**src/rtl/multicycle_control_fsm_if.sv**
```systemverilog
// Memory request handshake between the multicycle sequencer
// and the shared instruction/data memory port.
interface multicycle_control_fsm_if;
  logic mem_req;
  logic mem_we;
  logic addr_sel;
  logic mem_ready;

  modport master (
    output mem_req,
    output mem_we,
    output addr_sel,
    input  mem_ready
  );

  modport slave (
    input  mem_req,
    input  mem_we,
    input  addr_sel,
    output mem_ready
  );
endinterface

```
**src/rtl/multicycle_control_fsm.sv**
```systemverilog
// Main sequencer for the multicycle femtoRV32 datapath:
// steps FETCH/DECODE/EXEC/MEM/WB and drives datapath controls.
module multicycle_control_fsm #(
  parameter int TIMEOUT_CYCLES = 255,
  parameter int CNT_W          = 32
) (
  input  logic             clk,
  input  logic             rst,
  multicycle_control_fsm_if.master bus,
  input  logic [6:0]       opcode,
  input  logic             branch_cond,
  output logic             ir_write,
  output logic             pc_write,
  output logic             pc_src,
  output logic [1:0]       alu_src_a,
  output logic [1:0]       alu_src_b,
  output logic [1:0]       alu_op,
  output logic             reg_write,
  output logic [1:0]       wb_sel,
  output logic [2:0]       state,
  output logic             halted,
  output logic             bus_err,
  output logic             illegal,
  output logic [CNT_W-1:0] instret
);

  typedef enum logic [2:0] {
    S_RESET  = 3'd0,
    S_FETCH  = 3'd1,
    S_DECODE = 3'd2,
    S_EXEC   = 3'd3,
    S_MEM    = 3'd4,
    S_WB     = 3'd5,
    S_HALT   = 3'd6
  } state_t;

  localparam logic [6:0] OP_R     = 7'b0110011;
  localparam logic [6:0] OP_I     = 7'b0010011;
  localparam logic [6:0] OP_LD    = 7'b0000011;
  localparam logic [6:0] OP_ST    = 7'b0100011;
  localparam logic [6:0] OP_BR    = 7'b1100011;
  localparam logic [6:0] OP_JAL   = 7'b1101111;
  localparam logic [6:0] OP_JALR  = 7'b1100111;
  localparam logic [6:0] OP_LUI   = 7'b0110111;
  localparam logic [6:0] OP_AUIPC = 7'b0010111;
  localparam logic [6:0] OP_FENCE = 7'b0001111;
  localparam logic [6:0] OP_SYS   = 7'b1110011;

  // Count only needs to reach TIMEOUT_CYCLES-1 before the limit cycle.
  localparam int WD_W =
    (TIMEOUT_CYCLES > 1) ? $clog2(TIMEOUT_CYCLES) : 1;
  localparam logic [WD_W-1:0] WD_LIM =
    WD_W'((TIMEOUT_CYCLES > 0) ? TIMEOUT_CYCLES - 1 : 0);
  localparam bit WD_EN = (TIMEOUT_CYCLES != 0);

  state_t          cur;
  state_t          nxt;
  logic [WD_W-1:0] wd_cnt;
  logic            wd_hit;
  logic            retire;
  logic            timeout;
  logic            bad;

  logic is_r, is_i, is_ld, is_st, is_br;
  logic is_jal, is_jalr, is_lui, is_auipc;
  logic is_fence, is_sys, legal;

  assign is_r     = (opcode == OP_R);
  assign is_i     = (opcode == OP_I);
  assign is_ld    = (opcode == OP_LD);
  assign is_st    = (opcode == OP_ST);
  assign is_br    = (opcode == OP_BR);
  assign is_jal   = (opcode == OP_JAL);
  assign is_jalr  = (opcode == OP_JALR);
  assign is_lui   = (opcode == OP_LUI);
  assign is_auipc = (opcode == OP_AUIPC);
  assign is_fence = (opcode == OP_FENCE);
  assign is_sys   = (opcode == OP_SYS);
  assign legal    = is_r | is_i | is_ld | is_st | is_br
                  | is_jal | is_jalr | is_lui | is_auipc
                  | is_fence;

  assign wd_hit = WD_EN && (wd_cnt == WD_LIM);
  assign state  = cur;
  assign halted = (cur == S_HALT);

  always_ff @(posedge clk or negedge rst) begin
    if (!rst) cur <= S_RESET;
    else      cur <= nxt;
  end

  always_comb begin
    nxt          = cur;
    bus.mem_req  = 1'b0;
    bus.mem_we   = 1'b0;
    bus.addr_sel = 1'b0;
    ir_write     = 1'b0;
    pc_write     = 1'b0;
    pc_src       = 1'b0;
    alu_src_a    = 2'd0;
    alu_src_b    = 2'd0;
    alu_op       = 2'b00;
    reg_write    = 1'b0;
    wb_sel       = 2'd0;
    retire       = 1'b0;
    timeout      = 1'b0;
    bad          = 1'b0;
    unique case (cur)
      S_RESET: nxt = S_FETCH;
      S_FETCH: begin
        bus.mem_req = 1'b1;
        if (bus.mem_ready) begin
          ir_write  = 1'b1;
          pc_write  = 1'b1;
          alu_src_a = 2'd1;
          alu_src_b = 2'd2;
          nxt       = S_DECODE;
        end else if (wd_hit) begin
          timeout = 1'b1;
          nxt     = S_HALT;
        end
      end
      S_DECODE: begin
        // Branch/JAL target is precomputed into alu_out here.
        alu_src_a = 2'd2;
        alu_src_b = 2'd1;
        if (is_sys) begin
          nxt = S_HALT;
        end else if (!legal) begin
          bad = 1'b1;
          nxt = S_HALT;
        end else begin
          nxt = S_EXEC;
        end
      end
      S_EXEC: begin
        nxt = S_FETCH;
        unique case (1'b1)
          is_r: begin
            alu_op = 2'b10;
            nxt    = S_WB;
          end
          is_i: begin
            alu_src_b = 2'd1;
            alu_op    = 2'b10;
            nxt       = S_WB;
          end
          is_ld, is_st: begin
            alu_src_b = 2'd1;
            nxt       = S_MEM;
          end
          is_br: begin
            alu_op   = 2'b01;
            pc_write = branch_cond;
            pc_src   = branch_cond;
            retire   = 1'b1;
          end
          is_jal: begin
            reg_write = 1'b1;
            wb_sel    = 2'd2;
            pc_write  = 1'b1;
            pc_src    = 1'b1;
            retire    = 1'b1;
          end
          is_jalr: begin
            alu_src_b = 2'd1;
            pc_write  = 1'b1;
            reg_write = 1'b1;
            wb_sel    = 2'd2;
            retire    = 1'b1;
          end
          is_lui: begin
            alu_src_a = 2'd3;
            alu_src_b = 2'd1;
            nxt       = S_WB;
          end
          is_auipc: begin
            alu_src_a = 2'd2;
            alu_src_b = 2'd1;
            nxt       = S_WB;
          end
          is_fence: retire = 1'b1;
          default: begin
            bad = 1'b1;
            nxt = S_HALT;
          end
        endcase
      end
      S_MEM: begin
        bus.mem_req  = 1'b1;
        bus.addr_sel = 1'b1;
        bus.mem_we   = is_st;
        if (bus.mem_ready) begin
          if (is_st) begin
            retire = 1'b1;
            nxt    = S_FETCH;
          end else begin
            nxt = S_WB;
          end
        end else if (wd_hit) begin
          timeout = 1'b1;
          nxt     = S_HALT;
        end
      end
      S_WB: begin
        reg_write = 1'b1;
        wb_sel    = is_ld ? 2'd1 : 2'd0;
        retire    = 1'b1;
        nxt       = S_FETCH;
      end
      S_HALT: nxt = S_HALT;
      default: nxt = S_HALT;
    endcase
  end

  // Waiting states count stalls; any other cycle re-arms the watchdog.
  always_ff @(posedge clk or negedge rst) begin
    if (!rst) begin
      wd_cnt  <= '0;
      bus_err <= 1'b0;
      illegal <= 1'b0;
      instret <= '0;
    end else begin
      if ((cur == S_FETCH || cur == S_MEM) && !bus.mem_ready)
        wd_cnt <= wd_cnt + 1'b1;
      else
        wd_cnt <= '0;
      if (timeout) bus_err <= 1'b1;
      if (bad)     illegal <= 1'b1;
      if (retire)  instret <= instret + 1'b1;
    end
  end

endmodule

```
**src/flat_wrapper.sv**
```systemverilog
// flat-port wrapper written by rule: the top's interface ports become plain ports
module multicycle_control_fsm_flat 
#(
  parameter int TIMEOUT_CYCLES = 255,
  parameter int CNT_W          = 32
)
  (clk, rst, opcode, branch_cond, ir_write, pc_write, pc_src, alu_src_a, alu_src_b, alu_op, reg_write, wb_sel, state, halted, bus_err, illegal, instret, bus_mem_req, bus_mem_we, bus_addr_sel, bus_mem_ready);
  multicycle_control_fsm_if bus_i ();
  input  logic clk;
  input  logic rst;
  input  logic [6:0] opcode;
  input  logic branch_cond;
  output logic ir_write;
  output logic pc_write;
  output logic pc_src;
  output logic [1:0] alu_src_a;
  output logic [1:0] alu_src_b;
  output logic [1:0] alu_op;
  output logic reg_write;
  output logic [1:0] wb_sel;
  output logic [2:0] state;
  output logic halted;
  output logic bus_err;
  output logic illegal;
  output logic [CNT_W-1:0] instret;
  output wire logic [$bits(bus_i.mem_req)-1:0] bus_mem_req;
  output wire logic [$bits(bus_i.mem_we)-1:0] bus_mem_we;
  output wire logic [$bits(bus_i.addr_sel)-1:0] bus_addr_sel;
  input wire logic [$bits(bus_i.mem_ready)-1:0] bus_mem_ready;
  assign bus_mem_req = bus_i.mem_req;
  assign bus_mem_we = bus_i.mem_we;
  assign bus_addr_sel = bus_i.addr_sel;
  assign bus_i.mem_ready = bus_mem_ready;
  multicycle_control_fsm #(.TIMEOUT_CYCLES(TIMEOUT_CYCLES), .CNT_W(CNT_W)) u_core (.clk(clk), .rst(rst), .bus(bus_i), .opcode(opcode), .branch_cond(branch_cond), .ir_write(ir_write), .pc_write(pc_write), .pc_src(pc_src), .alu_src_a(alu_src_a), .alu_src_b(alu_src_b), .alu_op(alu_op), .reg_write(reg_write), .wb_sel(wb_sel), .state(state), .halted(halted), .bus_err(bus_err), .illegal(illegal), .instret(instret));
endmodule
```
**config.mk**
```make
export PLATFORM = sky130hd
export DESIGN_NAME = multicycle_control_fsm_flat
export DESIGN_NICKNAME = d
export VERILOG_FILES = /design/src/rtl/multicycle_control_fsm_if.sv /design/src/rtl/multicycle_control_fsm.sv /design/src/flat_wrapper.sv
export SDC_FILE = /design/constraint.sdc
export NUM_CORES = 1
export LEC_CHECK = 0
export ABC_AREA = 1
export CAP_MARGIN = 20
export CORE_MARGIN = 4
export CORE_UTILIZATION = 57
export CTS_CLUSTER_DIAMETER = 120
export DETAILED_ROUTE_END_ITERATION = 10
export PLACE_DENSITY = 0.87
export SLEW_MARGIN = 40
export SYNTH_ARGS = -nofsm -noshare
export SYNTH_HDL_FRONTEND = slang
export SYNTH_SLANG_ARGS = --single-unit
export TNS_END_PERCENT = 1
```
**constraint.sdc**
```tcl
create_clock -name clk -period 2.9 [get_ports clk]
set_input_delay 0.29 -clock clk [delete_from_list [all_inputs] [get_ports clk]]
set_output_delay 0.29 -clock clk [all_outputs]
set_load 0.01 [all_outputs]
```
# Word level (Yosys, flattened, before mapping)
# Index checks and enable logic that the tools add are counted.
# classes
n_addsub,2
eq_ne,18
n_mux,42
n_bitwise,9
reduce_logical,13
# ops
cell,n
"adder 32 x 1 -> 32 bit, second input constant",1
"equality test 7 bit, second input constant",4
"equality test 7 x 6 -> 1 bit, second input constant",3
two-way mux 1 bit,19
two-way mux 3 bit,6
case mux 3 bit (5 select lines),1
"equality test 7 x 5 -> 1 bit, second input constant",2
case mux 2 bit (2 select lines),3
case mux 2 bit (3 select lines),2
case mux 1 bit (2 select lines),5
OR reduction 10 bit,1
OR reduction 2 bit,5
"equality test 3 bit, second input constant",3
bitwise OR 1 bit,9
case mux 3 bit (3 select lines),1
"adder 8 x 1 -> 8 bit, second input constant",1
"equality test 8 bit, second input constant",1
two-way mux 8 bit,1
OR reduction 4 bit,2
"equality test 7 x 2 -> 1 bit, second input constant",1
"equality test 7 x 4 -> 1 bit, second input constant",1
"equality test 3 x 2 -> 1 bit, second input constant",2
two-way mux 2 bit,3
OR reduction 6 bit,1
6 further kinds,6
# totals
regBits,45
inputBits,11
out_inout_bits,53
elab_cells,89

# Longest topological paths before layout
# depth
ltp_word,13
ltp_mapped,11
mapped_depth_nobuf,10

# Worst setup path before layout
# OpenSTA, ideal clock, no wires.
# synth_timing
kind,register to output
from,register u_core.cur[2] (netlist: u_core.state[2])
to,output port pc_src
t_arrival_ps,1370
t_required_ps,2610
path_slack_ps,1240
path_stages_with_launch,8
n_path_buf,0
cell_sequence,dfrtp_1 > inv_2 > nand2_1 > nor2_4 > inv_1 > nor2_1 > nand2_1 > o21ai_0
# synth_via
elab_chain_len,2
# synth_rtl
item,line,text
from (decl),multicycle_control_fsm.sv:56,state_t cur;
from (signal assigned),multicycle_control_fsm.sv:89,else cur <= nxt;
equality test 3 x 2 -> 1 bit,multicycle_control_fsm.sv:108,unique case (cur)
two-way mux 1 bit,multicycle_control_fsm.sv:108,
to (decl),flat_wrapper.sv:15,output logic pc_src;
# No other way between the ends.

# Final worst setup path
# Ends and elaborated chain as after synthesis.

==> flow_summary.toml <==
[die]
die_y_um = 84.1
core_area_sq_um = 5570
die_w_um = 84.1
ios = 64
rows = 27
start_util_pct = 59.3
dieArea_sq_um = 7080

[final_layout]
regArea_sq_um = 1130
final_layout_size_suffix_gt1_share_pct = 11.8
post-route-util_pct = 72.1
syn_to_final_growth_pct = 21.6
stdcell_area_sq_um = 4020
nets = 566
layoutNonFillerInstCount = 625
layout_commonest_cell = "nand2_1"
final_cell_mix = "177 x nand2_1, 78 x nor2_1, 62 x clkdlybuf4s50_1"
multi_input_area_sq_um = 1970
diodes = 0
nFillCells = 489

[clock_network]
cts_inserted_buffers = 5
cts_buffer_depth = 2
hold_buffers = 1
cts_max_level = 2
clock-sinks = 45
cts_root_buf = "clkbuf_8"
post_cts_resized = 0
cts_tree = "done"
cts_setup_buffers = 0
clk_latency_ns = 0.30
path_clk_slew_ns = 0.08

[critical_path]
crit_arrival_ns = 2.20
endpoint_kind = "output port"
path_class = "reg -> out"
startpoint_type = "register"
cp_max_fo = 7
crit_required_ns = 2.61

[route]
viasPerCell = 5.26
drt_iter0_markers = 183
drtPass1Iterations = 5
vias = 3290
route.detailed.drc = 0
ant_nets = 0
wl_per_cell_um = 13.2
routed_wl_um = 8240

[power_and_ir_drop]
power_density_nw_per_um2 = 455
peakVddDrop_mv = 0.525
power_leakage_nw = 1.87

[placed_design]
place_ws_ns = 0.525
hpwl_um = 6180
dpl_cell_area_sq_um = 3920
place.gp.congestion = 0.963
dp.cells = 616
portBuffers = 63

[sta]
setup_viol = 0
slew_viol_final = 0
finalCriticalPeriod_ns = 2.49
setup_total_negative_slack_ns = 0
rsz0062_at_grt = "false"
finClkSkew_ns = 0.00765
finalCritPeriodShare_pct = 86.0
max-slew-margin-rel_pct = 62.4
hold_viol = 0
worst_slew_pin_slew_ns = 0.563
layout_setup_ws_ns = 0.406
max_freq_mhz = 401

[global_routing]
grt_max_degree = 46
grt_usage_pct = 24.2
grt_pass1_vias = 3143
grt_pass1_wl_um = 14300
antenna_found_initial = 0
grt-ovfl-total = 0

[flow_run]
drv_cap = 0

[outcome]
status = "finished clean"

[yosys]
ys_ff_latch = 45
synth_edf_count = 0
netlist-cell-type-count = 30
yosysTopAreaCell = "dfrtp_1"
syn-num-nets = 505
synth_ff_type = "dfrtp_1"
avgSynthCellArea_sq_um = 6.73
synth.top_cell.area_share_pct = 34.1
async_flop_share_pct = 100
ys_top_cells_by_area = "dfrtp_1 34%, nand2_1 20%, nor2_1 8.9%"
netlist_instances = 491
ys_seq_area_share_pct = 34.1
yosys_warnings = 0
synth_area_sq_um = 3300

[worst_hold_path]
hold_path.class = "reg -> reg"
## final timing paths
| check | from | slack (ns) | endpoint | cells after the start |
|---|---|---|---|---|
| max | u_core.state[2]$_DFF_PN0_ | 0.41 | pc_src | 8 |
| min | u_core.illegal$_DFFE_PN0P_ | 0.48 | u_core.illegal$_DFFE_PN0P_ | 1 |
| max reg2reg | u_core.instret[0]$_DFFE_PN0P_ | 1.06 | u_core.instret[16]$_DFFE_PN0P_ | 8 |
| min reg2reg | u_core.illegal$_DFFE_PN0P_ | 0.48 | u_core.illegal$_DFFE_PN0P_ | 1 |
| max in group asynchronous | rst | 1.98 | u_core.instret[29]$_DFFE_PN0P_ | 2 |
| min in group asynchronous | rst | 0.54 | u_core.instret[3]$_DFFE_PN0P_ | 2 |
## cells in the mapped netlist (2+ instances only)
cell type  number
buf_12          3
nand2_2        36
inv_1          21
nand3_1        46
buf_2           3
nor2_4          2
o21ai_0         4
nand2_1       177
xor2_1         10
dfrtp_1        45
xnor2_1         7
and3_1          2
nor3_1          4
buf_4           4
nor2_1         78
nand3_2         3
nor2_2          5
ha_1            3
nand3b_1       16
a21oi_1         5
nor3b_1         3
inv_2           6
## report_power, final
group	total, mW	switching, mW	internal, mW	leakage (nW)
sequential	0.774	0.0969	0.677	0.613
combinational	0.658	0.383	0.275	1.21
clock	0.397	0.226	0.171	0.0445
total	1.83	0.705	1.12	1.87
## layer usage
layer  up-vias  GRT usage (%)  part of all wire [%]
met5         -              0                     0
met4         0           8.19                   2.1
met3        16           3.93                   4.4
met2        88           41.2                    49
met1      1521           31.3                    45
li1       1665              -                     -
## state kept, by name, summed over array words and instances, names as in the netlist
register	count
u_core.illegal	1
u_core.bus_err	1
u_core.instret	32
u_core.wd_cnt	8
u_core.state	3
## stage by stage
| stage | power [mW] | hold slack [ns] |
|---|---|---|
| 2_1_floorplan | 1.21 | -0.00559 |
| 3_3_place_gp | 1.43 | 0.455 |
| 3_5_place_dp | 1.44 | 0.323 |
| 4_1_cts | 1.84 | 0.487 |
| 5_1_grt | 1.96 | 0.489 |
| 6_report | 1.83 | 0.483 |
## cells by family after synthesis
family / after synthesis / share of synthesized area, %
buffers and inverters: 38 / 6.44
adder cells (fa/ha/maj): 3 / 1.14
AND/OR/NAND/NOR: 377 / 52.1
XOR/XNOR: 17 / 4.51
flip-flops: 45 / 34.1
AO/OA/AOI/OAI: 11 / 1.74
## worst max-delay path, cell delays in order, from the launching register on
cell,delay (ns)
dfrtp_1,0.48
inv_2,0.10
nand2_1,0.12
nor2_4,0.22
inv_1,0.12
nor2_1,0.15
nand2_1,0.08
o21ai_0,0.07
clkdlybuf4s50_1,0.55
## layout make-up
cell class,count,share of cell area (%)
Clock buffer,5,1.71
Clock inverter,3,0.529
Sequential cell,45,28.0
Timing Repair Buffer,64,15.9
Tap cell,72,2.24
Inverter,28,2.68
Multi-Input combinational cell,408,48.9
(Power assumes the default switching activity.)
